--- config.mk ---
export PLATFORM = sky130hd
export DESIGN_NAME = regfile_write_arbiter
export DESIGN_NICKNAME = d
export VERILOG_FILES = /design/src/rtl/regfile_write_arbiter.sv
export SDC_FILE = /design/constraint.sdc
export NUM_CORES = 1
export LEC_CHECK = 0
export BUFFER_PORTS_ARGS = -buffer_cell sky130_fd_sc_hd__buf_4
export CAP_MARGIN = 40
export CORE_AREA = 10 10 146 148
export DETAILED_ROUTE_END_ITERATION = 12
export DIE_AREA = 0 0 156 158
export GPL_ROUTABILITY_DRIVEN = 0
export PLACE_DENSITY = 0.75
export REMOVE_ABC_BUFFERS = 1
export SLEW_MARGIN = 20
export SYNTH_ARGS = -nofsm -noshare
export SYNTH_HDL_FRONTEND = slang
export SYNTH_SLANG_ARGS = --single-unit
--- constraint.sdc ---
create_clock -name clk -period 8.1 [get_ports clk]
set_clock_uncertainty 0.15 [all_clocks]
set_input_delay 0 -clock clk [delete_from_list [all_inputs] [get_ports clk]]
set_output_delay 0 -clock clk [all_outputs]
set_load 0.05 [all_outputs]
--- src/rtl/regfile_write_arbiter.sv ---
// Round-robin write arbiter in front of a shared bank of W-bit registers, one registered read port.
// Optional write-first read bypass when REGFILE_ARB_BYPASS_EN is defined.
module regfile_write_arbiter #(
    parameter int NREQ  = 4,
    parameter int NREGS = 8,
    parameter int AW    = 3,
    parameter int W     = 16
) (
    input  logic              clk,
    input  logic              rst_n,
    input  logic [NREQ-1:0]   req_valid,
    output logic [NREQ-1:0]   req_ready,
    input  logic [NREQ*AW-1:0] req_addr,
    input  logic [NREQ*W-1:0] req_data,
    input  logic [AW-1:0]     rd_addr,
    output logic [W-1:0]      rd_data,
    output logic              wr_valid,
    output logic [2:0]        wr_id,
    output logic [AW-1:0]     wr_addr
);

    localparam logic [AW:0] NREGS_L = (AW+1)'(NREGS);

    logic [W-1:0]    regs [NREGS];
    logic [2:0]      rr_ptr;
    logic [2:0]      gnt_idx;
    logic [2:0]      ptr_next;
    logic            gnt_any;
    logic [NREQ-1:0] gnt_vec;
    logic [AW-1:0]   gnt_addr;
    logic [W-1:0]    gnt_data;
    logic            gnt_in_range;
    logic            rd_in_range;
    logic [W-1:0]    rd_next;

    // Scan from rr_ptr upward (mod NREQ); the first valid requester wins.
    always_comb begin
        gnt_any = 1'b0;
        gnt_idx = '0;
        gnt_vec = '0;
        for (int k = 0; k < NREQ; k++) begin
            if (!gnt_any && req_valid[(int'(rr_ptr) + k) % NREQ]) begin
                gnt_any = 1'b1;
                gnt_idx = 3'((int'(rr_ptr) + k) % NREQ);
                gnt_vec = NREQ'(1) << ((int'(rr_ptr) + k) % NREQ);
            end
        end
    end

    assign req_ready    = rst_n ? gnt_vec : '0;
    assign gnt_addr     = req_addr[int'(gnt_idx)*AW +: AW];
    assign gnt_data     = req_data[int'(gnt_idx)*W +: W];
    assign gnt_in_range = ({1'b0, gnt_addr} < NREGS_L);
    assign rd_in_range  = ({1'b0, rd_addr} < NREGS_L);
    assign ptr_next     = 3'((int'(gnt_idx) + 1) % NREQ);

`ifdef REGFILE_ARB_BYPASS_EN
    // Write-first: a same-edge write to the read address is forwarded.
    always_comb begin
        rd_next = '0;
        if (gnt_any && gnt_in_range && (gnt_addr == rd_addr)) rd_next = gnt_data;
        else if (rd_in_range)                                  rd_next = regs[rd_addr];
    end
`else
    always_comb begin
        rd_next = '0;
        if (rd_in_range) rd_next = regs[rd_addr];
    end
`endif

    always_ff @(posedge clk or negedge rst_n) begin
        if (!rst_n) begin
            for (int i = 0; i < NREGS; i++) regs[i] <= '0;
            rr_ptr   <= '0;
            rd_data  <= '0;
            wr_valid <= 1'b0;
            wr_id    <= '0;
            wr_addr  <= '0;
        end else begin
            rd_data <= rd_next;
            if (gnt_any) begin
                // Out-of-range targets still complete the handshake but change nothing.
                if (gnt_in_range) regs[gnt_addr] <= gnt_data;
                rr_ptr   <= ptr_next;
                wr_valid <= 1'b1;
                wr_id    <= gnt_idx;
                wr_addr  <= gnt_addr;
            end else begin
                wr_valid <= 1'b0;
            end
        end
    end

endmodule

* Word level (Yosys, flattened, before mapping) *
Cells that the tools add are included.
W data, S select, Z words.

storage, ports and cells
  register bits after elaboration = 153
  logic and storage cells = 77
  output and inout bits = 27

operators by class
  $mul = 1
  shift-type cells = 6
  magnitude comparators = 7
  bitwise operators = 5
  muxes and demuxes = 31
  $add $sub $neg = 4
  reductions and logical operators = 10

operators with widths
  operator                count
  $bwmux W128             1
  $shl A1 B32 Y4 const A  3
  $shiftx A64 B8 Y16      1
  $bmux W16 S3            1
  $demux W16 S3           1
  $mux W16                3
  $mux W4                 5
  $lt A3 B4 Y1 const B    3
  $mux W1                 12
  $shiftx A12 B6 Y3       1
  $mux W3                 3
  $bmux W1 S2             4
  $ge A4 B4 Y1 const B    2
  $not A3 Y4              2
  $reduce_or A2 Y1        3
  $mul A3 B2 Y5 const B   1
  $add A2 B1 Y2 const B   2
  $add A2 B2 Y2 const B   2
  $logic_and A1 B1 Y1     4
  $lt A4 B1 Y1 const B    1
  $shl A1 B2 Y4 const A   1
  $and A1 B1 Y1 const A   3
  $logic_not A1 Y1        3
  $lt A2 B3 Y1 const B    1
  $mux W2                 1

* Longest topological paths before layout *
Gate-level depths: netlist of run 1.

  depth after elaboration = 22
  depth in mapped cells = 13

* Least setup slack after synthesis of run 1 *
No wires, ideal clock.

  path type = register to register
  start = register rr_ptr[0]
  end = register regs[53] (netlist name)
  setup slack = 4.541 ns
  clock period less this slack = 3.559 ns
  library setup time = 0.128 ns
  cell stages (with the launch flop) = 13
  path buffers = 3
  data arrival time = 3.281 ns
  path through = dfrtp_1 buf_4 buf_6 inv_1 ha_1 mux4_2 nor2b_2 nand2_1 a221oi_4 a32oi_4 a311oi_4 buf_6 mux2_1

on the way
  longest elaborated chain between the ends = 20

ends and longest elaborated chain
  what                                                                       line    RTL
  start, declared                                                            25      logic [2:0] rr_ptr;
  start signal, assigned                                                     84      rr_ptr <= ptr_next;
  $add A2 B1 Y2 / $bmux W1 S2 (equally long branches)                        42, 44
  $bmux W1 S2 / $mux W1 (equally long branches)                              42      if (!gnt_any && req_valid[(int'(rr_ptr) + k) % NREQ]) begin
  $mux W1 (not written as such)                                              42
  $mux W1 (not written as such) / $logic_not A1 Y1 (equally long branches)   42
  $logic_and A1 B1 Y1                                                        42
  $mux W1                                                                    42
  $logic_not A1 Y1                                                           42
  $logic_and A1 B1 Y1                                                        42
  [... 4 more ...]                                                           --
  $mul A3 B2 Y5                                                              51      assign gnt_addr = req_addr[int'(gnt_idx)*AW +: AW];
  $shiftx A12 B6 Y3                                                          51
  $not A3 Y4 (not written as such)                                           83      if (gnt_in_range) regs[gnt_addr] <= gnt_data;
  $ge A4 B4 Y1 (not written as such) / $lt A4 B1 Y1 (equally long branches)  83
  $logic_and A1 B1 Y1 (not written as such)                                  83
  $mux W16 (not written as such)                                             83
  $demux W16 S3                                                              83
  $bwmux W128                                                                83
  end signal, assigned by index                                              83
  end, declared                                                              24      logic [W-1:0] regs [NREGS];

Parallel ways exist; a longest one is shown, timed or not. The select of a mux whose other input is x is not followed.
A chain may end at the register's enable or synchronous reset.

* Worst setup path in the final report of run 1 *
  start = register rr_ptr[1]
  end = register wr_addr[1]

on the way
  longest elaborated chain between the ends = 14

ends and longest elaborated chain
  what                                                                      line    RTL
  $add A2 B1 Y2 / $bmux W1 S2 (equally long branches)                       42, 44
  $bmux W1 S2 / $mux W1 (equally long branches)                             42
  $mux W1 (not written as such)                                             42
  $mux W1 (not written as such) / $logic_not A1 Y1 (equally long branches)  42
  $logic_and A1 B1 Y1                                                       42
  $mux W1                                                                   42
  $logic_not A1 Y1                                                          42
  $logic_and A1 B1 Y1                                                       42
  $mux W1                                                                   42
  $logic_not A1 Y1                                                          42
  $logic_and A1 B1 Y1                                                       42
  $mux W3                                                                   42
  $mul A3 B2 Y5                                                             51
  $shiftx A12 B6 Y3                                                         51
  end signal, assigned                                                      87      wr_addr <= gnt_addr;
  end, declared                                                             19      output logic [AW-1:0] wr_addr

Parallel ways exist; a longest one is shown, timed or not. The select of a mux whose other input is x is not followed.

==> results.yml, run 1 <==
timing:
  min_period_ns: 4.85
  fmax_ghz: 0.206
  setup_viol_count_final: 0
  max-slew-margin-rel_pct: 47.4
  fin_setup_tns_ns: 0
  rsz0062_at_grt: "false"
  final-hold-violation-count: 0
  maxSlewViolCount: 0
  period_share_pct: 59.8
  worstMarginPinSlew_ns: 0.789
logic_synthesis:
  synthCells: 603
  ys.flop_type: "dfrtp_1"
  ys_seq_area_share_pct: 48.0
  netlist_area_sq_um: 7930
  synth-seq-cells: 152
  synth_edf_count: 0
  synthArstFlopShare_pct: 100
  yosysUniqueCellTypes: 52
  yosysWarningCount: 0
  syn_avg_cell_area_sq_um: 13.1
placed_design:
  placed_cells: 916
  place_area_sq_um: 8950
  dp_hpwl_um: 12700
  port_buffers: 110
setup_path:
  slowest_delay_ns: 0.78
  cp-start-kind: "flop"
  cp.arrival_ns: 5.00
  crit_slowest_cell: "o32a_2"
  cp.required_ns: 8.25
  cp-startpoint: "rr_ptr[1]$_DFFE_PN0P_"
  reg2reg_from: "rr_ptr[1]$_DFFE_PN0P_"
  critPathMaxFanout: 39
  cp_cell_sequence: "inv_1, ha_1, o22ai_1, o32a_2, o21ai_0, dlygate4sd3_1, o21ai_0, dlygate4sd3_1, o21ai_0, dlygate4sd3_1"
  cp-end-kind: "flop"
  crit_type: "flop to flop"
clocking:
  clock-sinks: 152
  clk_pin_slew_ns: 0.06
  cts_root_buf: "clkbuf_16"
  cts_setup_buffers: 0
  insertion_delay_ns: 0.42
  cts_tree: "done"
  clock_path_buffers: 2
  htree_num_levels: 4
  cts_made_buffers: 17
global_route:
  grt_pass1_vias: 5665
  grt_first_pass_wirelength_um: 30200
  grt_max_degree: 68
  overflow: 0
  antenna_found_initial: 0
  grt_use_total_pct: 15.5
pwr:
  power.density_nw_per_um2: 495
  p_leak_uw: 0.00414
  peakVddDrop_mv: 0.224
  total_power_uw: 4810
hold_path:
  worst_hold_startpoint: "req_data[63]"
  min_path_type: "input port to flop"
cells_and_area:
  syn_to_final_growth_pct: 22.6
  fin_util_pct: 52.7
  fill_cells: 1527
  nets: 812
  postLayoutCellArea_sq_um: 9720
  fin_cells: 967
  drive_above_1_share_pct: 43.3
floorplanning:
  ioPinCount: 112
  initial_core_util_pct: 42.9
  die_w_um: 156
  core_sq_um: 18500
  die_h_um: 158
  die-area_sq_um: 24600
  fp-row-count: 50
routing:
  via_count: 5375
  route.detailed.drc: 0
  via_per_inst: 5.56
  wl_per_cell_um: 19.4
  drtIter0Drc: 348
  antenna_left: 0
  first_pass_iters: 4
  routed_wl_um: 18700
outcome:
  status: "completed"
job:
  maxCapViolations: 0
[cell usage after synthesis, types with 3 or more instances]
cell	number	area share, %
dfrtp_1	152	48
mux2_1	34	4.8
xnor2_1	3	0.33
a31oi_1	16	1.3
inv_1	8	0.38
and2_1	5	0.39
a22oi_1	8	0.76
clkbuf_1	14	0.66
and3_1	17	1.3
nand2b_1	3	0.24
mux4_2	37	11
buf_2	8	0.51
nand3b_1	3	0.28
o21ai_0	11	0.69
buf_4	8	0.76
buf_1	5	0.24
mux2_2	112	16
o211ai_1	3	0.28
nor2_1	11	0.52
mux2i_1	4	0.51
buf_6	8	1.1
nand3_1	6	0.38
nand2_1	83	3.9
ha_1	8	1.3
[state kept, by name (all words and copies together), names as in the netlist]
register / cells
rr_ptr: 2
rd_data: 16
wr_addr: 3
regs: 128
wr_id: 2
wr_valid: 1
[cell type report]
| cell class | instances | area (sq um) | area share, % |
|---|---|---|---|
| Multi-Input combinational cell | 400 | 3840 | 39.6 |
| Sequential cell | 152 | 3800 | 39.1 |
| Timing Repair Buffer | 140 | 1170 | 12.0 |
| Clock buffer | 22 | 454 | 4.67 |
| Tap cell | 234 | 293 | 3.01 |
| Clock inverter | 10 | 119 | 1.22 |
| Inverter | 8 | 30.0 | 0.309 |
| Antenna cell | 1 | 2.50 | 0.0258 |
[where the power goes]
group / switching [uW] / internal, uW
clock: 311 / 464
combinational: 1410 / 1250
sequential: 193 / 1180
[metrics by stage]
stage	worst slack, ns	hold WS [ns]
floorplan	3.39	-0.446
detailed placement	3.36	-0.234
finish	3.25	0.0974
CTS	3.00	0.0860
global placement	3.27	0.00756
global route	2.97	0.119
[layout by cell type (no fill, tap or decap), drive strengths merged, types with 3 or more instances in the layout]
cell type	count
dfrtp	152
mux2	146
buf	124
nand2	83
mux4	37
clkbuf	23
and3	17
a31oi	17
dlygate4sd3	15
nor2	14
o21ai	11
inv	11
a22oi	8
ha	8
nand3	6
and2	5
mux2i	4
a311oi	4
nand2b	3
xnor2	3
nand3b	3
o211ai	3
clkinvlp	3
[final timing paths]
kind	slack, ns	depth (start not counted)	end
worst max-delay path	3.25	10	wr_addr[1]$_DFFE_PN0P_
worst min-delay path	0.1	4	regs[47]$_DFFE_PN0P_
worst max register to register	3.25	10	wr_addr[1]$_DFFE_PN0P_
worst min register to register	0.33	2	wr_id[0]$_DFFE_PN0P_
max in group asynchronous	6.21	5	regs[81]$_DFFE_PN0P_
min in group asynchronous	0.53	4	rr_ptr[0]$_DFFE_PN0P_
[worst max-delay path: cells and delay by family, from the launching register on]
kind	cells	cell delay [ns]
adder cells (fa/ha/maj)	1	0.43
AO/OA/AOI/OAI	5	1.51
buffers and inverters	4	1.94
flip-flops	1	0.69
[metal layers]
metal	global-route usage [%]	share of wire, %	vias up
met5	0	0	-
met4	5.71	1.8	0
met3	3.18	4.0	25
met2	26.3	51	132
met1	19.2	43	2766
li1	-	-	2452
[timing repair]
action | 4_1_cts | 5_1_grt
gates resized for setup | 0 | 0
hold buffers | 16 | 0
endpoints found under the hold margin | 119 | 0
[kinds of logic after synthesis]
kind of cell,count (synthesis),synth area share [%]
multiplexers,187,31.8
flip-flops,152,48.0
AND/OR/NAND/NOR,140,8.27
AO/OA/AOI/OAI,61,6.65
buffers and inverters,51,3.68
adder cells (fa/ha/maj),8,1.26
XOR/XNOR,3,0.332
other,1,0.0473
Power figures use the tool's default switching activity.
==> run 2: changes to the inputs <==
PLACE_DENSITY = 0.77   (was 0.75)
clock period = 4.1 ns   (was 8.1 ns; I/O delays follow)
==> run 2 against run 1 <==
Combinational power up 100%. Maximum frequency up 26%. Critical path depth unchanged. Highest routed layer unchanged.
==> results.yml, run 2 (same netlist as run 1, synthesis figures left out) <==
cells_and_area:
  nets: 813
  n_antenna_cell: 0
  top_register: "regs"
  final_common_cell: "dfrtp_1"
  syn_to_final_growth_pct: 22.5
  reg_top3: "regs: 128 flops, rd_data: 16 flops, wr_addr: 3 flops"
  final_cell_mix: "dfrtp_1, buf_4, mux2_2"
  largest_reg_flops: 128
  drive_above_1_share_pct: 44.1
  regArea_sq_um: 3800
  fill_cells: 1516
  multiInputGateArea_sq_um: 3840
  fin_util_pct: 52.6
timing:
  max-slew-margin-rel_pct: 48.4
  period_share_pct: 93.6
  maxSlewViolCount: 0
  setup_viol_count_final: 0
  rsz0062_at_grt: "false"
  final-hold-violation-count: 0
  worstMarginPinSlew_ns: 0.770
  fmax_ghz: 0.261
  setup_ws_ns: 0.263
  min_period_ns: 3.84
routing:
  wl_met2_um: 9570
  antenna_left: 0
  route.detailed.drc: 0
  wl_per_cell_um: 19.7
  via_count: 5384
  met3WireLength_um: 1180
  drtIter0Drc: 265
  maxUsedRoutingLayer: "met4"
  met1_length_um: 7950
  routed_wl_um: 19000
  first_pass_iters: 4
  via_per_inst: 5.57
setup_path:
  cp.arrival_ns: 3.99
  critPathMaxFanout: 8
  cp_cell_sequence: "inv_1, ha_1, mux4_2, nor2b_2, nand2_1, a221oi_4, o221a_2, dlygate4sd3_1, nand2_1, dlygate4sd3_1"
  r2r_cells: 10
  slowest_delay_ns: 0.58
  cp-start-kind: "flop"
  path_delay_family: "buffers and inverters"
  cp.required_ns: 4.26
  crit_buf_inv: 3
  cp.depth: 10
  cp-end-kind: "flop"
  crit_type: "flop to flop"
  crit_slowest_cell: "dlygate4sd3_1"
  r2r_slack_ns: 0.26
clocking:
  ctsResizeCount: 0
  cts_root_buf: "clkbuf_16"
  cts_made_buffers: 17
  cts_tree: "done"
  cts_setup_buffers: 0
  htree_num_levels: 4
  insertion_delay_ns: 0.43
  cts_hold_buffers: 13
  clock-sinks: 152
  clk_pin_slew_ns: 0.06
  clock_path_buffers: 2
floorplanning:
  core_sq_um: 18500
  initial_core_util_pct: 42.9
  fp-row-count: 50
  die_w_um: 156
  die-area_sq_um: 24600
  ioPinCount: 112
  die_h_um: 158
global_route:
  grt_max_degree: 85
  grt_pass1_vias: 5730
  grt_first_pass_wirelength_um: 30700
  grt_use_total_pct: 15.9
  overflow: 0
  antenna_found_initial: 0
outcome:
  status: "completed"
placed_design:
  port_buffers: 110
  dp_slack_ns: 0.529
  dp_hpwl_um: 12500
job:
  maxCapViolations: 0
pwr:
  power.density_nw_per_um2: 995
  peakVddDrop_mv: 0.437
  p_leak_uw: 0.00416
hold_path:
  min_path_type: "input port to async pin"
==> run 2: power breakdown <==
group | leakage, uW | internal, uW | switching (uW)
Clock | 0.000309 | 1040 | 611
Combinational | 0.00206 | 2440 | 2880
Sequential | 0.00179 | 2330 | 359
Total | 0.00416 | 5810 | 3840
==> run 2: final timing paths <==
check / startpoint / endpoint
worst max-delay path: rr_ptr[0]$_DFFE_PN0P_ / wr_addr[0]$_DFFE_PN0P_
worst min-delay path: rst_n / wr_id[0]$_DFFE_PN0P_
worst max register to register: rr_ptr[0]$_DFFE_PN0P_ / wr_addr[0]$_DFFE_PN0P_
worst min register to register: wr_id[0]$_DFFE_PN0P_ / wr_id[0]$_DFFE_PN0P_
max in group asynchronous: rst_n / regs[46]$_DFFE_PN0P_
min in group clk: req_data[63] / regs[63]$_DFFE_PN0P_
==> run 2: through the flow <==
stage	instances	setup TNS [ns]	cell area, sq um	power (uW)	hold WS, ns
2_1_floorplan	560	-52.35	7660	6340	-0.446
3_3_place_gp	920	0	8920	7740	-0.0541
3_5_place_dp	921	0	8940	7930	-0.0564
4_1_cts	965	0	9700	9730	0.0520
5_1_grt	966	0	9710	10300	0.110
6_report	966	0	9710	9650	0.0360
==> run 2: metal layers <==
metal  track usage, %  vias to the layer above
met2             26.4                      136
met4             5.49                        0
met5                0                        -
met3             4.23                       24
met1             19.6                     2764
li1                 -                     2460
==> run 2: layout make-up <==
class	instances	area share [%]
well taps	234	3.02
clock buffers	22	5.09
inverters	8	0.309
multi-input cells	400	39.6
repair buffers	141	11.4
flip-flops and latches	152	39.2
clock inverters	9	1.42
==> run 2: worst reg2reg max path, delay by kind of cell (launching register included) <==
family,cells,cell delay [ns]
multiplexers,1,0.43
AND/OR/NAND/NOR,3,0.44
buffers and inverters,3,1.22
AO/OA/AOI/OAI,2,0.71
adder cells (fa/ha/maj),1,0.44
flip-flops,1,0.34
==> run 3: changes to the inputs <==
REMOVE_ABC_BUFFERS = not set   (was 1)
==> run 3 against run 2 <==
Sequential power barely moved. Utilization rose by 0.28 points. Clock-buffer cell count fell by 3. Critical path depth did not move. Worst setup slack got worse by 0.063 ns. First-iteration DRC count rose by 18%. Die area did not move. Power fell by 0.58%. Final area rose by 0.53%. Global-route usage rose by 0.23 points. Largest cell class unchanged.
==> results.yml, run 3 (same netlist as run 1, synthesis figures left out) <==
timing:
  period_share_pct: 95.1
  setup_ws_ns: 0.200
  worstMarginPinSlew_ns: 0.779
  max-slew-margin-rel_pct: 47.8
  fmax_ghz: 0.256
  min_period_ns: 3.90
  maxSlewViolCount: 0
  final-hold-violation-count: 0
  setup_viol_count_final: 0
  fin_setup_tns_ns: 0
  rsz0062_at_grt: "false"
cells_and_area:
  regArea_sq_um: 3800
  final_cell_mix: "dfrtp_1, buf_4, mux2_2"
  largest_reg_flops: 128
  n_antenna_cell: 0
  syn_to_final_growth_pct: 23.1
  drive_above_1_share_pct: 44.4
  fill_cells: 1509
  final_common_cell: "dfrtp_1"
  multiInputGateArea_sq_um: 3840
  top_register: "regs"
  fin_util_pct: 52.9
  nets: 824
  reg_top3: "regs: 128 flops, rd_data: 16 flops, wr_addr: 3 flops"
setup_path:
  cp.arrival_ns: 4.05
  crit_slowest_cell: "dlygate4sd3_1"
  cp-end-kind: "flop"
  critPathMaxFanout: 8
  cp.required_ns: 4.25
  crit_buf_inv: 3
  cp-start-kind: "flop"
  path_delay_family: "buffers and inverters"
  slowest_delay_ns: 0.58
  crit_type: "flop to flop"
  cp_cell_sequence: "inv_1, ha_1, mux4_2, nor2b_2, nand2_1, a221oi_4, o221a_2, dlygate4sd3_1, nand2_1, dlygate4sd3_1"
clocking:
  clock_path_buffers: 2
  cts_root_buf: "clkbuf_16"
  htree_num_levels: 4
  cts_setup_buffers: 0
  cts_tree: "done"
  insertion_delay_ns: 0.42
  clk_pin_slew_ns: 0.06
  clock-sinks: 152
  cts_made_buffers: 17
  ctsResizeCount: 0
routing:
  routed_wl_um: 19600
  route.detailed.drc: 0
  first_pass_iters: 4
  via_count: 5432
  via_per_inst: 5.55
  drtIter0Drc: 312
  wl_per_cell_um: 20.0
  antenna_left: 0
outcome:
  status: "completed"
placed_design:
  port_buffers: 110
  dp_slack_ns: 0.621
  dp_hpwl_um: 13500
global_route:
  grt_pass1_vias: 5629
  overflow: 0
  grt_first_pass_wirelength_um: 31000
  grt_use_total_pct: 16.1
  antenna_found_initial: 0
  grt_max_degree: 92
hold_path:
  min_path_type: "input port to flop"
pwr:
  p_leak_uw: 0.00420
  peakVddDrop_mv: 0.410
  power.density_nw_per_um2: 984
floorplanning:
  core_sq_um: 18500
  die_w_um: 156
  die-area_sq_um: 24600
  fp-row-count: 50
  die_h_um: 158
  ioPinCount: 112
  initial_core_util_pct: 42.9
logic_synthesis:
  syn_nets: 696
job:
  maxCapViolations: 0
run 3: changes by cell type in the layout (fill, tap and decap cells not counted), sizes merged:
cell,delta
buf,+9
clkinvlp,+1
dlygate4sd3,+3
bufinv,-1
clkbuf,-4
clkinv,+4
run 3: area by class of cell:
class	instances	share of cell area, %
clock buffer	19	4.54
sequential	152	39.0
multi-input combinational	400	39.4
tap	234	3.00
inverter	8	0.308
timing repair buffer	152	12.5
clock inverter	13	1.31
run 3: what timing repair did:
action	CTS	global route
hold buffers	15	1
setup endpoints to repair	0	0
endpoints found under the hold margin	106	7
run 3: worst paths after layout:
kind | from | endpoint | slack (ns) | cells after the start
worst min register to register | wr_id[0]$_DFFE_PN0P_ | wr_id[0]$_DFFE_PN0P_ | 0.33 | 2
worst min-delay path | req_data[26] | regs[122]$_DFFE_PN0P_ | 0.12 | 4
worst max register to register | rr_ptr[0]$_DFFE_PN0P_ | wr_addr[0]$_DFFE_PN0P_ | 0.20 | 10
worst max-delay path | rr_ptr[0]$_DFFE_PN0P_ | wr_addr[0]$_DFFE_PN0P_ | 0.20 | 10
min in group asynchronous | rst_n | regs[48]$_DFFE_PN0P_ | 0.34 | 3
max in group asynchronous | rst_n | regs[59]$_DFFE_PN0P_ | 2.36 | 5
run 3: worst min-delay path: cells and delay by family:
family | cells | cell delay, ns
compound gates | 1 | 0.21
buf+inv | 1 | 0.11
mux | 1 | 0.28
simple gates | 1 | 0.05
run 3: layer usage:
metal  global-route usage, %  part of all wire, %
met1                    19.5                   42
met5                       0                    0
met3                    4.10                  5.6
met2                    27.5                   51
met4                    5.08                  1.6
run 3: report_power, final:
group,leakage (uW),switching [uW],internal (uW)
registers,0.00179,364,2330
clock network,0.000283,609,907
logic,0.00213,2880,2500
run 3: through the flow:
step / area, sq um / total power (uW) / hold slack (ns) / instances
after floorplan: 7930 / 6600 / -0.446 / 603
after global placement: 9000 / 7830 / -0.0199 / 929
after detailed placement: 9000 / 8000 / -0.0169 / 929
after CTS: 9720 / 9650 / 0.100 / 976
after global routing: 9760 / 10200 / 0.140 / 978
final: 9760 / 9600 / 0.121 / 978
